**config.mk**
```make
export PLATFORM = sky130hd
export DESIGN_NAME = seg7_scan_display
export DESIGN_NICKNAME = d
export VERILOG_FILES = /design/src/rtl/seg7_scan_display.sv
export SDC_FILE = /design/constraint.sdc
export NUM_CORES = 1
export LEC_CHECK = 0
export CAP_MARGIN = 30
export CORE_MARGIN = 4
export CORE_UTILIZATION = 40
export CTS_BUF_LIST = sky130_fd_sc_hd__clkbuf_4 sky130_fd_sc_hd__clkbuf_8 sky130_fd_sc_hd__clkbuf_16
export CTS_CLUSTER_SIZE = 10
export DETAILED_ROUTE_END_ITERATION = 8
export SLEW_MARGIN = 20
export SYNTH_ARGS = -nofsm -noshare
export SYNTH_HDL_FRONTEND = slang
export SYNTH_SLANG_ARGS = --single-unit
```
**constraint.sdc**
```tcl
create_clock -name i_clk -period 3.18 [get_ports i_clk]
set_clock_uncertainty 0.15 [all_clocks]
set_input_delay 0.477 -clock i_clk [delete_from_list [all_inputs] [get_ports i_clk]]
set_output_delay 0.477 -clock i_clk [all_outputs]
set_load 0.1 [all_outputs]
```
**src/rtl/seg7_scan_display.sv**
```systemverilog
// rtl/seg7_scan_display.sv - time-multiplexed BCD 7-segment scan driver with guard, blanking, blink and dp
module seg7_scan_display #(
    parameter int NUM_DIGITS     = 6,
    parameter int SCAN_DIV       = 1000,
    parameter int GUARD          = 8,
    parameter int BLINK_FRAMES   = 64,
    parameter bit SEG_ACTIVE_LOW = 1'b1,
    parameter bit AN_ACTIVE_LOW  = 1'b1
) (
    input  logic                      i_clk,
    input  logic                      i_rst,
    input  logic                      i_en,
    input  logic [4*NUM_DIGITS-1:0]   i_bcd_in,
    input  logic [NUM_DIGITS-1:0]     i_blink_mask,
    input  logic [NUM_DIGITS-1:0]     i_dp_mask,
    input  logic                      i_lz_blank,
    output logic [6:0]                o_seg,
    output logic                      o_dp,
    output logic [NUM_DIGITS-1:0]     o_an,
    output logic                      o_frame_done
);

    localparam int DIV_W = (SCAN_DIV > 1)     ? $clog2(SCAN_DIV)     : 1;
    localparam int IDX_W = (NUM_DIGITS > 1)   ? $clog2(NUM_DIGITS)   : 1;
    localparam int BLK_W = (BLINK_FRAMES > 1) ? $clog2(BLINK_FRAMES) : 1;

    localparam logic [DIV_W-1:0] DIV_LAST  = DIV_W'(SCAN_DIV - 1);
    localparam logic [DIV_W-1:0] GUARD_CMP = DIV_W'(GUARD);
    localparam logic [IDX_W-1:0] IDX_LAST  = IDX_W'(NUM_DIGITS - 1);
    localparam logic [BLK_W-1:0] BLK_LAST  = BLK_W'(BLINK_FRAMES - 1);

    // "off" levels of the pads, so dark slots and reset share one definition
    localparam logic [6:0]            SEG_OFF = SEG_ACTIVE_LOW ? 7'h7F : 7'h00;
    localparam logic                  DP_OFF  = SEG_ACTIVE_LOW;
    localparam logic [NUM_DIGITS-1:0] AN_OFF  = {NUM_DIGITS{AN_ACTIVE_LOW}};

    logic [DIV_W-1:0]        r_div_cnt;
    logic [IDX_W-1:0]        r_idx;
    logic [BLK_W-1:0]        r_blink_cnt;
    logic                    r_blink_ph;
    logic [4*NUM_DIGITS-1:0] r_snap;

    logic                    w_slot_end;
    logic                    w_frame_end;
    logic                    w_frame_start;
    logic [3:0]              w_digit;
    logic                    w_dp_sel;
    logic                    w_blink_sel;
    logic                    w_lz_sel;
    logic [NUM_DIGITS-1:0]   w_lz_zero;
    logic [NUM_DIGITS-1:0]   w_onehot;
    logic                    w_blank;
    logic                    w_show;
    logic [6:0]              w_seg_raw;

    assign w_slot_end    = (r_div_cnt == DIV_LAST);
    assign w_frame_end   = w_slot_end && (r_idx == IDX_LAST);
    assign w_frame_start = (r_div_cnt == '0) && (r_idx == '0);

    // Slot divider and digit index; both freeze while scanning is disabled
    always_ff @(posedge i_clk or posedge i_rst) begin
        if (i_rst) begin
            r_div_cnt <= '0;
            r_idx     <= '0;
        end else if (i_en) begin
            if (w_slot_end) begin
                r_div_cnt <= '0;
                r_idx     <= (r_idx == IDX_LAST) ? '0 : r_idx + 1'b1;
            end else begin
                r_div_cnt <= r_div_cnt + 1'b1;
            end
        end
    end

    // Blink phase toggles after every BLINK_FRAMES completed frames
    always_ff @(posedge i_clk or posedge i_rst) begin
        if (i_rst) begin
            r_blink_cnt <= '0;
            r_blink_ph  <= 1'b0;
        end else if (i_en && w_frame_end) begin
            if (r_blink_cnt == BLK_LAST) begin
                r_blink_cnt <= '0;
                r_blink_ph  <= ~r_blink_ph;
            end else begin
                r_blink_cnt <= r_blink_cnt + 1'b1;
            end
        end
    end

    // Capture all digits at the first cycle of a frame so a frame never mixes two counter values
    always_ff @(posedge i_clk or posedge i_rst) begin
        if (i_rst) begin
            r_snap <= '0;
        end else if (i_en && w_frame_start) begin
            r_snap <= i_bcd_in;
        end
    end

    // Leading-zero run: w_lz_zero[k] set when snapshot digits k..top are all zero
    always_comb begin
        logic w_run;
        w_run     = 1'b1;
        w_lz_zero = '0;
        for (int k = NUM_DIGITS - 1; k >= 0; k--) begin
            w_run        = w_run && (r_snap[4*k +: 4] == 4'd0);
            w_lz_zero[k] = w_run;
        end
    end

    // Per-slot selection of digit value, masks and anode position
    always_comb begin
        w_digit     = 4'd0;
        w_dp_sel    = 1'b0;
        w_blink_sel = 1'b0;
        w_lz_sel    = 1'b0;
        w_onehot    = '0;
        for (int k = 0; k < NUM_DIGITS; k++) begin
            if (r_idx == IDX_W'(k)) begin
                w_digit     = r_snap[4*k +: 4];
                w_dp_sel    = i_dp_mask[k];
                w_blink_sel = i_blink_mask[k];
                w_lz_sel    = w_lz_zero[k];
                w_onehot[k] = 1'b1;
            end
        end
    end

    // Whole-slot blanking: blink phase or leading zero (rightmost digit always shown)
    always_comb begin
        w_blank = (w_blink_sel && r_blink_ph) ||
                  (i_lz_blank && (r_idx != '0) && w_lz_sel);
        w_show  = i_en && (r_div_cnt >= GUARD_CMP) && !w_blank;
    end

    // BCD to active-high gfedcba; codes 10-15 show a dash
    always_comb begin
        w_seg_raw = 7'h40;
        case (w_digit)
            4'd0: w_seg_raw = 7'h3F;
            4'd1: w_seg_raw = 7'h06;
            4'd2: w_seg_raw = 7'h5B;
            4'd3: w_seg_raw = 7'h4F;
            4'd4: w_seg_raw = 7'h66;
            4'd5: w_seg_raw = 7'h6D;
            4'd6: w_seg_raw = 7'h7D;
            4'd7: w_seg_raw = 7'h07;
            4'd8: w_seg_raw = 7'h7F;
            4'd9: w_seg_raw = 7'h6F;
            default: w_seg_raw = 7'h40;
        endcase
    end

    // Registered pad drive with polarity applied last; dark during guard, blanking or disable
    always_ff @(posedge i_clk or posedge i_rst) begin
        if (i_rst) begin
            o_an         <= AN_OFF;
            o_seg        <= SEG_OFF;
            o_dp         <= DP_OFF;
            o_frame_done <= 1'b0;
        end else begin
            o_frame_done <= i_en && w_frame_end;
            if (w_show) begin
                o_an  <= AN_ACTIVE_LOW  ? ~w_onehot  : w_onehot;
                o_seg <= SEG_ACTIVE_LOW ? ~w_seg_raw : w_seg_raw;
                o_dp  <= SEG_ACTIVE_LOW ? ~w_dp_sel  : w_dp_sel;
            end else begin
                o_an  <= AN_OFF;
                o_seg <= SEG_OFF;
                o_dp  <= DP_OFF;
            end
        end
    end

endmodule
```
==> results of run 1 <==
==> worst max-delay path, delay by kind of cell, from the launching register on <==
family | cells | cell delay [ps]
adder cells (fa/ha/maj) | 2 | 530
AND/OR/NAND/NOR | 2 | 390
flip-flops | 1 | 500
AO/OA/AOI/OAI | 3 | 600
buffers and inverters | 3 | 420
==> sequential cells by signal (all words and copies together), names as in the netlist <==
| name | count |
|---|---|
| r_blink_ph | 1 |
| o_seg | 7 |
| r_div_cnt | 10 |
| o_frame_done | 1 |
| o_dp | 1 |
| r_idx | 3 |
| r_snap | 24 |
| r_blink_cnt | 6 |
| o_an | 6 |
==> through the flow <==
stage / setup slack, ps / instances / instance area [um^2]
2_1_floorplan: 403.6 / 287 / 3187
3_3_place_gp: 577.7 / 436 / 3785
3_5_place_dp: 530.9 / 436 / 3785
4_1_cts: 498.1 / 452 / 3975
5_1_grt: 246.3 / 452 / 3975
6_report: 485.8 / 452 / 3975
==> synthesized netlist by cell type (8+ instances only) <==
library cell,n
dfrtp_1,45
mux2_2,26
nor2_1,15
dfstp_2,14
o21ai_0,14
nand2_1,12
nand3_1,12
a21oi_1,11
inv_1,11
mux2i_1,11
buf_2,9
ha_1,9
xnor2_1,8
==> layer usage <==
layer / track usage (%) / vias up / share of wire (%)
met5: 0 / - / 0
met4: 6.070 / 0 / 2.0
met3: 5.958 / 12 / 5.0
met2: 24.79 / 56 / 47
met1: 20.50 / 1160 / 46
li1: - / 1163 / -
==> cell families after synthesis <==
| logic type | count (synthesis) | share of synthesized area (%) |
|---|---|---|
| AOI/OAI and AO/OA | 48 | 10.48 |
| muxes | 38 | 13.11 |
| adders and majority gates | 9 | 3.534 |
| DFF | 59 | 46.88 |
| buffers and inverters | 28 | 5.064 |
| xor gates and xnor gates | 12 | 3.298 |
| and+or+nand+nor | 93 | 17.63 |
==> layout make-up <==
type	count	share of cell area [%]
inverter	11	1.039
multi-input combinational	200	38.53
timing repair buffer	64	14.86
clock inverter	2	0.2518
tap	102	3.211
clock buffer	14	4.533
sequential	59	37.58
==> placed cells by master (no fill, tap or decap), drive strengths merged, types with 7 or more instances in the layout <==
cell           Yosys  final
a21oi             11     11
buf               16     25
clkbuf             1     14
clkdlybuf4s50      0     39
dfrtp             45     45
dfstp             14     14
ha                 9      9
inv               11     11
mux2              27     27
mux2i             11     11
nand2             12     12
nand3             12     12
nor2              16     16
nor4               7      7
o21ai             14     14
xnor2              8      8
==> where the power goes <==
group / switching (uW) / internal (uW)
logic: 391 / 203
clock network: 284 / 362
registers: 88.4 / 861
==> worst max-delay path by stage <==
stage,startpoint,to,depth (start not counted)
floorplan,r_idx[0],o_seg[3],11
global placement,r_idx[2],o_seg[3],9
detailed placement,r_idx[2],o_seg[3],10
CTS,r_idx[2],o_seg[3],10
global route,r_idx[2],o_seg[3],10
finish,r_idx[2],o_seg[3],10
==> run metrics, run 1 <==
via count between 2k and 2.5k; number of max-cap violations 0; detailed-router iteration count before antenna repair 4; IO Pins between 50 and 60; worst reg2reg endpoint o_seg[3]; grt total ovfl 0; clock sinks between 50 and 60; root buf cell clkbuf_8; Leakage Power between 0.0015 and 0.002 uW; Vias per Instance around 5.3; Seq cells post-synth just under 60; critical path launch point type register; Hold WS about 320 ps; Post-Syn Area per Cell 11.10 um^2; die height about 97 um; cell depth of the worst hold path 1; post-layout util 51.44%; hold path start r_blink_ph; r2r worst-path depth 10; minimum clock period about 2700 ps; R2R Setup Slk slightly below 500 ps; drt drc 0; reg2reg start r_idx[2]; Most used DFF post-synth dfrtp_1; Setup violations, final 0; DP Wirelength 5.322 mm; post-cts hold buffer count 0; WHS Endpoint r_blink_ph; largest net degree at the start of global routing 32; Netlist Area Pre-Place between 3000 and 4000 um^2; final hold violations 0; Tot Pwr 2188 uW; FFs w/ async S/R, synth 100.0%; number of buffers on the longest clock path 2; worst-margin pin slew between 600 and 700 ps; die width about 97 um; DRT antenna net count 0; antenna violations before repair 0; area of the multi-input gates between 1500 and 2000 um^2; CTS tree yes; WS Path Type register to register; post-CTS setup repair buffer count 0; Critical Path AT roughly 2800 ps; quantity of gates resized following cts 0; top cells by area, synth dfrtp_1 35%, dfstp_2 12%, mux2_2 9.2%; first-pass GRT wire length about 12 mm; Syn Nets 336; Max rail drop VDD around 0.21 mV; Yosys top cell by area dfrtp_1; crit end category register; DR iter-0 viols approximately 110; DIE AREA 9460 um^2; post-synthesis sequential area ratio 46.88%; GRT Resource Usage Total 16.04%; FP Rows 32; clk_lat worst skew approximately 340 ps; Max Fanout on Critical Path 13; Synth Instances 287; core box area just under 8000 um^2; top cell type's share of synthesized area a little over a third; unrepaired setup endpoints after global routing no; IO Port Bufs 54; fin. max-slew vios 0; # nets final between 300 and 400; Max-Slew Margin vs Limit around 56%; Tcrit/Tclk final between 80% and 90%; Cell variety after synth 57; CP required roughly 3300 ps; vias in the first global route 2393; H-tree levels 3; crit path cell chain inv_1 > ha_1 > buf_4 > nand3b_1 > a22oi_1 > inv_1 > ha_1 > nor3_1 > o21ba_2 > o211ai_1; Synth-to-Final Area Change 24.73%; Starting Density 41.24%; setup_tns 0 ps; CP max stage delay approximately 500 ps; routability cong. about 0.80; # fillers between 700 and 800; Yosys Warn Count 0; CP max stage cell dfrtp_1; sequential cell area between 1000 and 1500 um^2; drt total wl ~7 mm; Fmax around 370 MHz; EDFF count, synth 0; worst min path class register to register; Num CTS Buffers 9; Power Density 550.5 nW/um^2; CTS clk-pin slew, worst paths around 70 ps; layout cells sized above 1 between 20% and 30%; ANT cells 0; status finished clean; average wire per cell in the routed design about 16 um
No activity file was read; power rests on OpenSTA's default activity.
==> run 2, diff against run 1 <==
Clock period 3.18 ns to 2.5 ns, I/O delays scaled along.
==> run metrics, run 2 (synthesized netlist as in run 1, its figures left out) <==
drt total wl 7.190 mm (+1.0%); crit end category register; Max Fanout on Critical Path 6 (-7); vias in the first global route 2480 (+3.6%); CTS clk-pin slew, worst paths 60 ps (about the same); final setup margin 109.1 ps (-376.7 ps); Psw 970.1 uW (+27%); crit path buf inv count 2 (-1); largest register by flop count r_snap; top cell family by delay on the critical path compound AO/OA/AOI/OAI gates; critical path launch point type register; Crit. Startpoint r_idx[0]; CP required 2570 ps (-720 ps); H-tree levels 3 (unchanged); number of max-cap violations 0 (unchanged); worst setup path endpoint o_seg[3]; core box area 7727 um^2 (unchanged); die height 97.26 um (unchanged); Tcrit/Tclk final 95.64% (+11 points); Max-Slew Margin vs Limit 53.24% (-2.5 points); largest net degree at the start of global routing 30 (-6.3%); worst reg2reg endpoint o_seg[3]; root buf cell clkbuf_8; drt drc 0 (unchanged); reg2reg start r_idx[0]; sw frac 33.50% (-1.4 points); grt total ovfl 0 (unchanged); Synth-to-Final Area Change 30.94%; stages on the worst setup path 11 (+1); Final Cell Area 4173 um^2 (+5.0%); post-cts hold buffer count 0 (unchanged); Num CTS Buffers 9 (unchanged); Leakage Power 0.001773 uW (+5.5%); detailed-router iteration count before antenna repair 4 (unchanged); layout cells sized above 1 32.15% (+5.9 points); IO Port Bufs 54 (unchanged); Hold WS 191.7 ps (-125.4 ps); Fmax 418.3 MHz (+13%); clock sinks 59 (unchanged); status finished clean; DRT antenna net count 0 (unchanged); final hold violations 0 (unchanged); sequential power share 40.7% (-2.7 points); DR iter-0 viols 87 (-17%); IO Pins 55 (unchanged); GRT Resource Usage Total 16.30% (+0.27 points); Largest regs r_snap (24), r_div_cnt (10), o_seg (7); crit path cell chain and2_4 > ha_4 > buf_4 > nand2_1 > mux2i_1 > a41o_1 > buf_4 > ha_1 > nor3_2 > o21ba_2 > o211ai_1; via count 2413 (+0.92%); Setup violations, final 0 (unchanged); WS Path Type register to register; # nets final 411 (+4.3%); commonest non-fill, non-tap cells in the layout 43 x dfrtp_1, 40 x buf_4, 39 x clkdlybuf4s50_1; CP most frequent cell buf_4; ANT cells 0 (unchanged); DIE AREA 9460 um^2 (unchanged); Logic pwr share 28.0% (+0.9 points); worst-margin pin slew 698.4 ps (+34.91 ps); setup_tns 0 ps (unchanged); FP Rows 32 (unchanged); Vias per Instance 5.145 (-2.7%); Critical Path AT 2460 ps (-340 ps); r2r worst-path depth 11 (+1); minimum clock period 2391 ps (-303.3 ps); Max rail drop VDD 0.3155 mV (+48%); DP Wirelength 5.421 mm (+1.9%); placed cells 450 (+3.2%); unrepaired setup endpoints after global routing no; # fillers 707 (-0.70%); fin. max-slew vios 0 (unchanged); Post-Place Cell Area 3920 um^2 (+3.6%); post-route insts no fill 469 (+3.8%); clock power share 31.3% (+1.8 points); worst slack, placed 8.811 ps (-522.0 ps); commonest non-fill, non-tap cell in the layout dfrtp_1; antenna violations before repair 0 (unchanged); CTS tree yes; CP max stage delay 430 ps (-70 ps); routability cong. 0.8283 (+3.4%); Starting Density 41.24% (unchanged); worst min path class input port to async pin; internal power 1926 uW (+35%); first-pass GRT wire length 12.36 mm (+2.6%); Largest register FFs 24 (unchanged); R2R Setup Slk 110 ps (-380 ps); CP max stage cell dfrtp_2; Power Density 694.0 nW/um^2 (+26%); clk_lat worst skew 340 ps (about the same); die width 97.26 um (unchanged); number of buffers on the longest clock path 2 (unchanged); average wire per cell in the routed design 15.33 um (-2.7%)
run 2: per-layer routing:
layer / vias to the layer above / global-route usage (%) / share of wire (%)
met5: - / 0 / 0
met4: 0 / 4.579 / 0.89
met3: 6 / 5.097 / 4.8
met2: 48 / 26.75 / 49
met1: 1165 / 20.81 / 45
li1: 1194 / - / -
run 2: area by class of cell:
type                            instances  area (um^2)  area share [%]
Tap cell                              102        127.6           3.058
Sequential cell                        59         1496           35.86
Inverter                               11        41.29          0.9895
Clock buffer                           14        173.9           4.168
Timing Repair Buffer                   81        730.7           17.51
Clock inverter                          2        35.03          0.8396
Multi-Input combinational cell        200         1568           37.57
run 2: repair_timing:
action | CTS | global route
gates resized for setup | 0 | 6
buffers inserted | 0 | 3
setup endpoints to repair | 0 | 5
run 2: worst min-delay path by stage:
stage / start / endpoint / slack (ps) / cells past startpoint
after floorplan: r_blink_ph / r_blink_ph / 290 / 1
after global placement: r_blink_cnt[5] / r_blink_cnt[5] / 310 / 1
after detailed placement: r_blink_ph / r_blink_ph / 310 / 1
after CTS: i_rst / r_blink_cnt[2] / 200 / 2
after global routing: i_rst / r_blink_cnt[4] / 240 / 2
final: i_rst / r_blink_cnt[4] / 190 / 2
run 2: power by group through the flow:
stage | clock, uW | sequential, uW | combinational, uW
after floorplan | 0 | 1470 | 313
after global placement | 0 | 1190 | 802
after detailed placement | 0 | 1200 | 815
after CTS | 934 | 1180 | 816
after global routing | 969 | 1190 | 874
final | 908 | 1180 | 811
run 2: stage by stage:
stage / util, % / power (uW)
floorplan: - / 1781
finish: 54.00 / 2896
global route: 54.00 / 3037
detailed placement: 50.73 / 2010
global placement: 50.66 / 1995
CTS: 53.43 / 2929
run 2: worst reg2reg max path: stages, from the launching register on:
cell,delay [ps]
dfrtp_2,430
and2_4,160
ha_4,170
buf_4,150
nand2_1,60
mux2i_1,70
a41o_1,260
buf_4,150
ha_1,290
nor3_2,140
o21ba_2,170
o211ai_1,80
==> RTL change: new RTL, config.mk and constraints of run 2 <==
The parameter `AN_ACTIVE_LOW` goes from 1'b1 to 1'b0.
--- a/src/rtl/seg7_scan_display.sv
+++ b/src/rtl/seg7_scan_display.sv
@@ -6,5 +6,5 @@
     parameter int BLINK_FRAMES   = 64,
     parameter bit SEG_ACTIVE_LOW = 1'b1,
-    parameter bit AN_ACTIVE_LOW  = 1'b1
+    parameter bit AN_ACTIVE_LOW  = 1'b0
 ) (
     input  logic                      i_clk,
Function: changed (Yosys sat finds a counterexample within 4 cycles, from zero or initial values and one cycle with i_rst high).
==> RTL change against run 2 <==
  * Worst hold slack better by 0.050 ns
  * Synthesized cell count fell by 2.1%
  * Routed wire length decreased by 0.32%
  * Design area is 1.0% lower
  * Setup slack improved by 0.058 ns
  * Sequential cell count unchanged
  * Core utilization is 0.57 points lower
  * Critical path depth decreased by 2
  * Synthesized area shrank 0.47%
  * Critical endpoint unchanged
  * Largest cell class unchanged
Power is not compared: it rests on default switching activity, and its combinational part moved more than twofold at a synthesized area within 25%.
==> RTL change: results (changes against run 2) <==
- Post-Syn Nets: 330 (-1.8%)
- Clock Path Buffers: 2 (unchanged)
- Synthesized area per cell: 11.3 sq um (+1.7%)
- First-pass GRT wire length: 11700 um (-5.2%)
- Reg2reg path depth: 9 (-2)
- CP endpoint: o_seg[3]
- Sequential element share of the synthesized area: 0.469 (about the same)
- GRT Overall Usage: 0.155 (-0.00758)
- Synth cell types: 48 (-16%)
- Share of cells above drive strength 1: 0.269 (-0.0530)
- Flop2flop setup slack: 0.17 ns (+0.06 ns)
- Period utilization: 0.933 (-0.0231)
- Port Buffer Count: 54 (unchanged)
- Clock insertion delay at the later pin of the skew report: 0.34 ns (about the same)
- GPL Wtd Cong: 0.914 (+10%)
- DRT iter0 DRCs: 123 (+41%)
- Synth area leaders: dfrtp_1 40%, mux2_4 9.5%, dfstp_2 6.6%
- Placed Cells incl. Taps: 434 (-3.6%)
- Post-synth top cells: 51 x dfrtp_1, 20 x mux2_4, 19 x nor2_1
- Routed wire length: 7170 um (-0.32%)
- Vias/cell: 5.16 (+0.32%)
- Placed instance area: 0.00383 sq mm (-2.3%)
- Worst slew margin: 0.657 (+0.124)
- NumNets Final: 394 (-4.1%)
- Vias in the first global route: 2397 (-3.3%)
- Status: completed
- Largest net degree at the start of global routing: 26 (-13%)
- Hpwl dp: 5190 um (-4.2%)
- Synth async-reset ratio: 1.00 (unchanged)
- 1st-pass router iterations: 5 (+1)
- Filler cells: 678 (-4.1%)
- WL per Instance: 15.9 um (+3.4%)
- CP Max Fanout: 9 (+3)
## RTL change: cell type report
| cell class | instances | share of cell area |
|---|---|---|
| tap | 102 | 0.0309 |
| clock inverter | 5 | 0.0182 |
| clock buffer | 11 | 0.0367 |
| sequential | 59 | 0.360 |
| timing repair buffer | 68 | 0.154 |
| inverter | 10 | 0.00909 |
| multi-input combinational | 197 | 0.391 |
## RTL change: report_power, final
group / switching [mW] / total, mW / internal [mW]
Sequential: 0.0621 / 1.08 / 1.02
Clock: 0.370 / 0.980 / 0.610
Combinational: 0.172 / 0.308 / 0.137
Total: 0.604 / 2.37 / 1.76
## RTL change: kinds of logic after synthesis
kind of cell	synth area share
AOI/OAI and AO/OA	0.0986
xor gates and xnor gates	0.0359
adders and majority gates	0.0355
buffers and inverters	0.0410
DFF	0.469
muxes	0.168
and+or+nand+nor	0.152
## RTL change: critical path: stages, from the launching register on
cell     delay, ns
dfrtp_1       0.40
and2_1        0.17
ha_4          0.19
buf_4         0.17
a32oi_2       0.23
o21a_1        0.24
buf_4         0.13
ha_1          0.24
nor3_1        0.21
o31ai_1       0.10
## RTL change: repair_timing
action,4_1_cts,5_1_grt
endpoints found under the setup margin,0,5
buffers inserted,0,2
resized for setup,0,9
hold buffers,0,0
## RTL change: how the worst min path moves through the flow
stage                      to  slack (ns)  depth (start not counted)      startpoint
2_1_floorplan      r_blink_ph        0.29                          1      r_blink_ph
3_5_place_dp   r_blink_cnt[2]        0.32                          1  r_blink_cnt[2]
5_1_grt            r_snap[12]        0.29                          2           i_rst
6_report           r_snap[16]        0.24                          2           i_rst
4_1_cts            r_snap[18]        0.25                          2           i_rst
3_3_place_gp   r_blink_cnt[2]        0.31                          1  r_blink_cnt[2]
## RTL change: routing by layer
metal	routed length, um	part of all wire	global-route usage
met5	0	0	0
met4	126	0.018	0.0745
met3	309	0.043	0.0360
met2	3260	0.45	0.235
met1	3470	0.48	0.210
## RTL change: through the flow
step                hold slack [ns]  setup slack, ns
floorplan                     0.291           0.0180
global placement              0.310            0.196
detailed placement            0.317            0.160
CTS                           0.253            0.118
global route                  0.291          -0.0315
finish                        0.241            0.167
